## src/rtl/reg_file_ctrl.sv

```systemverilog
// rtl/reg_file_ctrl.sv - command sequencer driving register file select/enable/load and returning read data
// Optional build macro REG_FILE_CTRL_WRITE_ACK_EN: WRITE also returns a response carrying the written data.
module reg_file_ctrl #(
  parameter int DATA_W = 32,
  parameter int ADDR_W = 8
) (
  input  logic              clk,
  input  logic              rst,
  input  logic              cmd_valid,
  output logic              cmd_ready,
  input  logic [1:0]        cmd_op,
  input  logic [ADDR_W-1:0] cmd_dst,
  input  logic [ADDR_W-1:0] cmd_src,
  input  logic [DATA_W-1:0] cmd_data,
  output logic              rsp_valid,
  input  logic              rsp_ready,
  output logic [DATA_W-1:0] rsp_data,
  output logic [ADDR_W-1:0] sel_a,
  output logic [ADDR_W-1:0] sel_b,
  output logic              oe_a,
  output logic              oe_b,
  output logic              ld,
  output logic [DATA_W-1:0] input_bus,
  input  logic [DATA_W-1:0] a_bus,
  input  logic [DATA_W-1:0] b_bus
);

  localparam logic [1:0] OP_WRITE  = 2'b00;
  localparam logic [1:0] OP_READ_A = 2'b01;
  localparam logic [1:0] OP_READ_B = 2'b10;

  typedef enum logic [2:0] {IDLE, LOAD, RD_A, RD_B, CP_RD, CP_LD, RESP} state_t;

  state_t            state, state_nx;
  logic [ADDR_W-1:0] dst_q, src_q;
  logic              accept;

  assign accept = (state == IDLE) && cmd_valid;

  always_ff @(posedge clk or posedge rst) begin
    if (rst) state <= IDLE;
    else     state <= state_nx;
  end

  // input_bus is registered so it holds its last load value outside LOAD/CP_LD;
  // the copy value is staged into it on the same edge that captures rsp_data.
  always_ff @(posedge clk or posedge rst) begin
    if (rst) begin
      dst_q     <= '0;
      src_q     <= '0;
      input_bus <= '0;
      rsp_data  <= '0;
    end else begin
      if (accept) begin
        dst_q <= cmd_dst;
        src_q <= cmd_src;
        if (cmd_op == OP_WRITE) input_bus <= cmd_data;
      end
      case (state)
        RD_A:  rsp_data <= a_bus;
        RD_B:  rsp_data <= b_bus;
        CP_RD: begin
          rsp_data  <= b_bus;
          input_bus <= b_bus;
        end
`ifdef REG_FILE_CTRL_WRITE_ACK_EN
        LOAD:  rsp_data <= input_bus;
`endif
        default: ;
      endcase
    end
  end

  always_comb begin
    state_nx  = state;
    sel_a     = '0;
    sel_b     = '0;
    oe_a      = 1'b0;
    oe_b      = 1'b0;
    ld        = 1'b0;
    cmd_ready = 1'b0;
    rsp_valid = 1'b0;
    case (state)
      IDLE: begin
        cmd_ready = 1'b1;
        if (cmd_valid) begin
          case (cmd_op)
            OP_WRITE:  state_nx = LOAD;
            OP_READ_A: state_nx = RD_A;
            OP_READ_B: state_nx = RD_B;
            default:   state_nx = CP_RD;
          endcase
        end
      end
      LOAD: begin
        sel_a = dst_q;
        ld    = 1'b1;
`ifdef REG_FILE_CTRL_WRITE_ACK_EN
        state_nx = RESP;
`else
        state_nx = IDLE;
`endif
      end
      RD_A: begin
        sel_a    = src_q;
        oe_a     = 1'b1;
        state_nx = RESP;
      end
      RD_B: begin
        sel_b    = src_q;
        oe_b     = 1'b1;
        state_nx = RESP;
      end
      CP_RD: begin
        sel_b    = src_q;
        oe_b     = 1'b1;
        state_nx = CP_LD;
      end
      CP_LD: begin
        sel_a    = dst_q;
        ld       = 1'b1;
        state_nx = RESP;
      end
      RESP: begin
        rsp_valid = 1'b1;
        if (rsp_ready) state_nx = IDLE;
      end
      default: state_nx = IDLE;
    endcase
  end

endmodule
```

## config.mk

```make
export PLATFORM = sky130hd
export DESIGN_NAME = reg_file_ctrl
export DESIGN_NICKNAME = d
export VERILOG_FILES = /design/src/rtl/reg_file_ctrl.sv
export SDC_FILE = /design/constraint.sdc
export NUM_CORES = 1
export LEC_CHECK = 0
export ABC_AREA = 1
export ABC_CLOCK_PERIOD_IN_PS = 2600
export BUFFER_PORTS_ARGS = -buffer_cell sky130_fd_sc_hd__buf_2
export CAP_MARGIN = 30
export CORE_ASPECT_RATIO = 1.25
export CORE_MARGIN = 3
export CORE_UTILIZATION = 42
export CTS_CLUSTER_SIZE = 8
export DETAILED_ROUTE_END_ITERATION = 6
export MAX_ROUTING_LAYER = met4
export PLACE_DENSITY = 0.77
export SLEW_MARGIN = 20
export SYNTH_ARGS = -nofsm -noshare
export SYNTH_HDL_FRONTEND = slang
export SYNTH_SLANG_ARGS = --single-unit
```

## constraint.sdc

```tcl
create_clock -name clk -period 2.6 [get_ports clk]
set_input_delay 0.52 -clock clk [delete_from_list [all_inputs] [get_ports clk]]
set_output_delay 0.52 -clock clk [all_outputs]
set_load 0.01 [all_outputs]
```

==> reports/results.md, run 1 <==
| Metric | This run |
|---|---|
| Outcome | complete, no violations |
| Vertical die dimension | 117 um |
| Wire length of the first global-routing pass | 19.6 mm |
| Floorplan core area | 9370 sq um |
| Count of unresolved DRC violations after routing | 0 |
| Number of max-cap violations | 0 |
| Max_slew headroom | 44.2% |
| Synthesized instance count | 547 |
| Critical path data required time | 2080 ps |
| Overall via count from detail_route | 4346 |
| Synth Cell Area | 4120 sq um |
| Type of destination of the critical path | primary output |
| Distinct cell type count of the synthesized netlist | 22 |
| Final max-slew violation count | 0 |
| Maximum clock frequency | 433 MHz |
| Predominant post-synthesis flop cell | sky130_fd_sc_hd__dfrtp_1 |
| Initial antenna violation count | 0 |
| GRT Resource Usage Total | 23.5% |
| Crit Path Category | flip-flop to primary output |
| Net count of the finished layout | 861 |
| Most used cells in the layout excluding fill and tap cells | 247 x sky130_fd_sc_hd__nand2_1, 202 x sky130_fd_sc_hd__buf_2, 102 x sky130_fd_sc_hd__nand3_1, 83 x sky130_fd_sc_hd__dfrtp_1, 26 x sky130_fd_sc_hd__nor2_1 |
| Reg clk slew, reported paths | 60 ps |
| Overall power consumption | 0.00699 W |
| Post-CTS setup repair buffer count | 0 |
| Global-route congestion overflow total | 0 |
| Minimum hold slack | 338 ps |
| Detailed placement HPWL | 9.25 mm |
| Startpoint Class | flip-flop |
| Path category of the worst min-delay check | primary input to async pin |
| Number of buffers on the longest clock path | 2 |
| Maximum number of pins on one net before global-route repair | 70 |
| Synth top area cells | sky130_fd_sc_hd__dfrtp_1 50%, sky130_fd_sc_hd__nand2_1 23%, sky130_fd_sc_hd__nand3_1 12% |
| Capture point of the worst reg-to-reg path | input_bus[5]$_DFFE_PP0P_ |
| Area share of the leading cell type in the synthesized netlist | 50.4% |
| Ratio of cells with drive above 1 in the final layout | 32.6% |
| Crit share post-route | 88.7% |
| Beginning of the worst register-to-register path | state[1]$_DFFE_PP0P_ |
| Maximum level of the CTS H-tree | 3 |
| Crit path max-delay cell type | sky130_fd_sc_hd__dfrtp_1 |
| Number of warnings printed during yosys synthesis | 0 |
| Cell type with the highest aggregate area in the netlist | sky130_fd_sc_hd__dfrtp_1 |
| Most common library cell in the layout ignoring fill and taps | sky130_fd_sc_hd__nand2_1 |
| Static Leakage | 3.23 nW |
| ANT nets after route | 0 |
| Longest individual stage delay on the worst path | 450 ps |
| Average footprint of a synthesized cell | 7.53 sq um |
| Via count of the first global-routing pass | 4153 |
| Worst skew pair latency | 340 ps |
| Iter 0 DRT Violations | 257 |
| Final-layout setup total negative slack | 0 ps |
| Worst Path Buf+Inv | 2 |
| Actual transition at the worst max-transition pin | 835 ps |
| Clock Skews | 5.28 ps |
| R2R cell count | 7 |
| Total power density per cell area | 1270 nW/um^2 |
| Crit-path max FO | 30 |
| Sum of routed wire length over all layers | 12.6 mm |
| Area growth syn-to-layout | 33.5% |
| Peak supply drop | 0.588 mV |
| DR WL/cell | 14.6 um |
| Post-synth ARST share | 100% |
| Filler Cell Count | 918 |
| Diodes inserted | 0 |
| Critical-path cell list | nor2_4, nand2_4, o21ai_2, buf_4, buf_2 |
| Post-synth EDFFs | 0 |
| Reg2Reg Setup Slack | 780 ps |
| Vias per std cell | 5.02 |
| Count of final hold-check violations | 0 |
| I/O pin cnt | 203 |
| Die X-Extent | 94.6 um |
| Clock tree sinks | 83 |
| Total of hold buffers inserted after clock tree synthesis | 0 |
| Number of flip-flops and latches in the synthesized netlist | 83 |
| Starting Density | 44.0% |
| Proportion of synthesized chip area in sequential cells | 50.4% |
| Die area | 11000 sq um |
| Number of gates resized after cts | 0 |
| Synth Net Count | 668 |
| Final min period | 2310 ps |
| First drt pass iteration count | 5 |
| RD Place Congestion | 0.906 |
| Kind of cell with the highest combined delay on the critical path | buffers and inverters |
| RSZ-0062 raised after global routing | false |
| Number of buffers inserted by port buffering | 202 |
| Number of endpoints failing setup at the final stage | 0 |
| Num CTS Buffers | 9 |
| Row Count | 39 |
| Data arrival time of the critical path | 1790 ps |
| CTS tree | built |
| Root buffer cell | sky130_fd_sc_hd__clkbuf_16 |
[worst register-to-register path, stage by stage, from the launching register on]
cell and delay (ps):
sky130_fd_sc_hd__dfrtp_1 460, sky130_fd_sc_hd__nor2_4 70, sky130_fd_sc_hd__nand2_4 250, sky130_fd_sc_hd__buf_4 610
sky130_fd_sc_hd__nand2_1 140, sky130_fd_sc_hd__nand2_1 100, sky130_fd_sc_hd__nand2_1 60, sky130_fd_sc_hd__nand2_1 70
[area by class of cell]
cell class	count	area, sq um	area share (%)
multi-input cells	406	1770	32.2
clock inverters	3	17.5	0.319
repair buffers	213	1140	20.7
inverters	27	105	1.91
well taps	123	154	2.80
flip-flops and latches	83	2080	37.8
clock buffers	10	239	4.35
[cells by family after synthesis]
group                    Yosys count  share of synthesized area [%]
AO/OA/AOI/OAI                     23                           3.74
buffers and inverters             58                           6.80
AND/OR/NAND/NOR                  380                           38.1
flip-flops                        83                           50.4
adder cells (fa/ha/maj)            3                          0.911
[state kept, by name, indices dropped and copies added, names as in the netlist]
register / cells
src_q: 8
input_bus: 32
rsp_data: 32
state: 3
dst_q: 8
[routing by layer]
metal	track usage (%)	share of wire [%]	vias up
met2	39.5	51	186
li1	-	-	2116
met4	8.28	2.1	0
met1	28.5	40	2021
met5	-	0	-
met3	4.25	6.9	23
[cell usage after synthesis, types with 5 or more instances]
cell,instances
sky130_fd_sc_hd__o22ai_1,5
sky130_fd_sc_hd__nand3_1,102
sky130_fd_sc_hd__buf_6,5
sky130_fd_sc_hd__buf_2,17
sky130_fd_sc_hd__a21oi_1,6
sky130_fd_sc_hd__dfrtp_1,83
sky130_fd_sc_hd__a21oi_2,7
sky130_fd_sc_hd__nor2_1,26
sky130_fd_sc_hd__nand2_1,247
sky130_fd_sc_hd__inv_1,24
sky130_fd_sc_hd__clkbuf_1,7
[how the worst max path moves through the flow]
stage                              start        to  slack, ps  cells after the start
floorplan           state[2]$_DFFE_PP0P_  sel_b[0]        940                      5
finish              state[1]$_DFFE_PP0P_      oe_b        290                      5
detailed placement  state[1]$_DFFE_PP0P_      oe_b        660                      5
global route        state[1]$_DFFE_PP0P_  sel_b[1]        170                      6
global placement    state[0]$_DFFE_PP0P_  sel_b[1]        700                      6
CTS                 state[1]$_DFFE_PP0P_      oe_b        310                      5
[metrics by stage]
step | instance area, sq um | std cells | setup WS (ps) | util, %
6_report | 5500 | 865 | 293 | 58.7
5_1_grt | 5500 | 865 | 174 | 58.7
4_1_cts | 5480 | 864 | 308 | 58.5
3_5_place_dp | 5230 | 851 | 658 | 55.8
3_3_place_gp | 5230 | 851 | 703 | 55.8
2_1_floorplan | 4120 | 547 | 944 | -
[report_power, final]
group | internal (W) | total, W | switching, W
clock network | 0.000652 | 0.00113 | 0.000480
registers | 0.00194 | 0.00228 | 0.000348
logic | 0.00133 | 0.00358 | 0.00224
Note: power is estimated with default switching activity, not from simulation.
==> run 2: changes to the inputs <==
--- a/config.mk
+++ b/config.mk
@@ -16,6 +16,7 @@
 export DETAILED_ROUTE_END_ITERATION = 6
 export MAX_ROUTING_LAYER = met4
 export PLACE_DENSITY = 0.77
+export RECOVER_POWER = 100
 export SLEW_MARGIN = 20
 export SYNTH_ARGS = -nofsm -noshare
 export SYNTH_HDL_FRONTEND = slang
==> run 2 against run 1 <==
Compared with the run above:
- the flow now finishes with violations (capacitance limit, slew limit)
- non-clock buffer count did not move
- via count fell by 0.16%
- sequential share of layout area rose by 0.96 points
- clock skew rose by 3.1 ps
- first-iteration DRC count fell by 6.6%
- clock power barely moved
- utilization fell by 1.5 points
- final cell count did not move
- worst hold slack improved by 64 ps
- design area fell by 2.5%
- global-route usage did not move
- maximum frequency fell by 0.72%
- highest routed layer unchanged
==> reports/results.md, run 2 (synthesized netlist as in run 1, its figures left out) <==
| Metric | This run | vs previous |
|---|---|---|
| CTS tree | built | unchanged |
| R2R cell count | 7 | unchanged |
| Root buffer cell | sky130_fd_sc_hd__clkbuf_16 | unchanged |
| Multi-input gate area | 1770 sq um | about the same |
| Type of destination of the critical path | primary output | unchanged |
| Worst skew pair latency | 340 ps | about the same |
| Number of buffers on the longest clock path | 2 | unchanged |
| Reg clk slew, reported paths | 60 ps | about the same |
| Crit-path max FO | 16 | was 30 |
| Number of buffers inserted by port buffering | 202 | unchanged |
| Max_slew headroom | -15.1% | was 44.2% |
| Number of max-cap violations | 1 | was 0 |
| Instance area at placement | 5230 sq um | unchanged |
| Net count of the finished layout | 861 | unchanged |
| Ratio of cells with drive above 1 in the final layout | 20.6% | was 32.6% |
| Path category of the worst min-delay check | primary input to flip-flop | was primary input to async pin |
| Clock tree sinks | 83 | unchanged |
| Post-CTS setup repair buffer count | 0 | unchanged |
| Clock Skews | 8.38 ps | was 5.28 ps |
| Outcome | complete, but fails checks | was complete, no violations |
| Static Leakage | 2.95 nW | was 3.23 nW |
| Beginning of the worst register-to-register path | state[1]$_DFFE_PP0P_ | unchanged |
| Overall via count from detail_route | 4339 | was 4346 |
| Die area | 11000 sq um | unchanged |
| Reg2Reg Setup Slack | 300 ps | was 780 ps |
| ANT nets after route | 0 | unchanged |
| Number of gates resized after cts | 0 | unchanged |
| Starting Density | 44.0% | unchanged |
| Count of unresolved DRC violations after routing | 0 | unchanged |
| Final min period | 2320 ps | was 2310 ps |
| Diodes inserted | 0 | unchanged |
| RD Place Congestion | 0.906 | unchanged |
| Final max-slew violation count | 36 | was 0 |
| Capture endpoint of the worst hold path | rsp_data[20]$_DFFE_PP0P_ |  |
| Maximum level of the CTS H-tree | 3 | unchanged |
| Vias per std cell | 5.02 | about the same |
| Number of endpoints failing setup at the final stage | 0 | unchanged |
| Minimum hold slack | 403 ps | was 338 ps |
| Sum of routed wire length over all layers | 12.7 mm | was 12.6 mm |
| Capture point of the worst reg-to-reg path | input_bus[16]$_DFFE_PP0P_ | was input_bus[5]$_DFFE_PP0P_ |
| Row Count | 39 | unchanged |
| First drt pass iteration count | 5 | unchanged |
| Crit share post-route | 89.4% | was 88.7% |
| Actual transition at the worst max-transition pin | 1720 ps | was 835 ps |
| Longest individual stage delay on the worst path | 450 ps | about the same |
| Critical-path cell list | inv_1, nand3_1, inv_2, clkbuf_1 | was nor2_4, nand2_4, o21ai_2, buf_4, buf_2 |
| Total of hold buffers inserted after clock tree synthesis | 0 | unchanged |
| Wire length of the first global-routing pass | 19.6 mm | unchanged |
| Final design area excluding fillers | 5360 sq um | was 5500 sq um |
| Count of final hold-check violations | 0 | unchanged |
| DR WL/cell | 14.7 um | was 14.6 um |
| Global-route congestion overflow total | 0 | unchanged |
| Most common library cell in the layout ignoring fill and taps | sky130_fd_sc_hd__nand2_1 | unchanged |
| Total power density per cell area | 1270 nW/um^2 | about the same |
| Num CTS Buffers | 9 | unchanged |
| Via count of the first global-routing pass | 4153 | unchanged |
| Critical path data required time | 2080 ps | about the same |
| Data arrival time of the critical path | 1800 ps | was 1790 ps |
| GRT Resource Usage Total | 23.5% | unchanged |
| Maximum clock frequency | 430 MHz | was 433 MHz |
| Initial antenna violation count | 0 | unchanged |
| Filler Cell Count | 965 | was 918 |
| Most used cells in the layout excluding fill and tap cells | 248 x sky130_fd_sc_hd__nand2_1, 119 x sky130_fd_sc_hd__buf_2, 102 x sky130_fd_sc_hd__nand3_1, 85 x sky130_fd_sc_hd__clkbuf_1, 83 x sky130_fd_sc_hd__dfrtp_1 | was 247 x sky130_fd_sc_hd__nand2_1, 202 x sky130_fd_sc_hd__buf_2, 102 x sky130_fd_sc_hd__nand3_1, 83 x sky130_fd_sc_hd__dfrtp_1, 26 x sky130_fd_sc_hd__nor2_1 |
| Flip-flop and latch area | 2080 sq um | unchanged |
| Final core area utilization | 57.2% | was 58.7% |
| Maximum number of pins on one net before global-route repair | 70 | unchanged |
| Peak supply drop | 0.559 mV | was 0.588 mV |
| RSZ-0062 raised after global routing | false | unchanged |
| Hold Startpoint | a_bus[20] |  |
| Crit Path Category | flip-flop to primary output | unchanged |
| Largest registers | input_bus: 32 flops, rsp_data: 32 flops | unchanged |
| Hold Path Cell Cnt | 3 |  |
| Crit path max-delay cell type | sky130_fd_sc_hd__dfrtp_1 | unchanged |
| Startpoint Class | flip-flop | unchanged |
| Floorplan core area | 9370 sq um | unchanged |
| Detailed placement HPWL | 9.25 mm | unchanged |
| Area growth syn-to-layout | 30.2% | was 33.5% |
| Final WS setup | 276 ps | was 293 ps |
| Iter 0 DRT Violations | 240 | was 257 |
| Final-layout setup total negative slack | 0 ps | unchanged |
| Setup slack at placement | 658 ps | unchanged |
| Violations in the final reports | capacitance limit, slew limit |  |
| Vertical die dimension | 117 um | unchanged |
| I/O pin cnt | 203 | unchanged |
| Die X-Extent | 94.6 um | unchanged |
==> run 2: how the worst max path moves through the flow <==
stage / startpoint / endpoint / slack, ps / depth (start not counted)
2_1_floorplan: state[2]$_DFFE_PP0P_ / sel_b[0] / 940 / 5
3_3_place_gp: state[0]$_DFFE_PP0P_ / sel_b[1] / 700 / 6
3_5_place_dp: state[1]$_DFFE_PP0P_ / oe_b / 660 / 5
4_1_cts: state[1]$_DFFE_PP0P_ / oe_b / 310 / 5
5_1_grt: state[2]$_DFFE_PP0P_ / src_q[6]$_DFFE_PP0P_ / 110 / 7
6_report: state[2]$_DFFE_PP0P_ / oe_a / 280 / 4
==> run 2: through the flow <==
| step | instances | total power (W) |
|---|---|---|
| after global routing | 865 | 0.00742 |
| after detailed placement | 851 | 0.00589 |
| after floorplan | 547 | 0.00458 |
| final | 865 | 0.00681 |
| after global placement | 851 | 0.00576 |
| after CTS | 864 | 0.00704 |
==> run 2: routing by layer <==
metal | GRT usage [%] | vias up | share of wire [%]
met3 | 4.25 | 15 | 6.3
met1 | 28.5 | 2026 | 41
met4 | 8.28 | 0 | 1.6
li1 | - | 2119 | -
met5 | - | - | 0
met2 | 39.5 | 179 | 51
==> run 2: power breakdown <==
part | leakage (nW) | switching [W] | internal [W]
Clock | 0.126 | 0.000482 | 0.000653
Combinational | 1.82 | 0.00224 | 0.00113
Sequential | 1.00 | 0.000362 | 0.00194
Total | 2.95 | 0.00309 | 0.00372
==> run 2: cell type report <==
type / count / share of cell area [%]
flip-flops and latches: 83 / 38.7
multi-input cells: 406 / 32.9
repair buffers: 213 / 18.8
clock buffers: 10 / 4.46
well taps: 123 / 2.87
inverters: 27 / 1.91
clock inverters: 3 / 0.327
==> run 2: worst max-delay path: cells and delay by family, from the launching register on <==
kind                   cells  cell delay, ps
DFF                        1             450
and+or+nand+nor            1             280
buffers and inverters      3             740
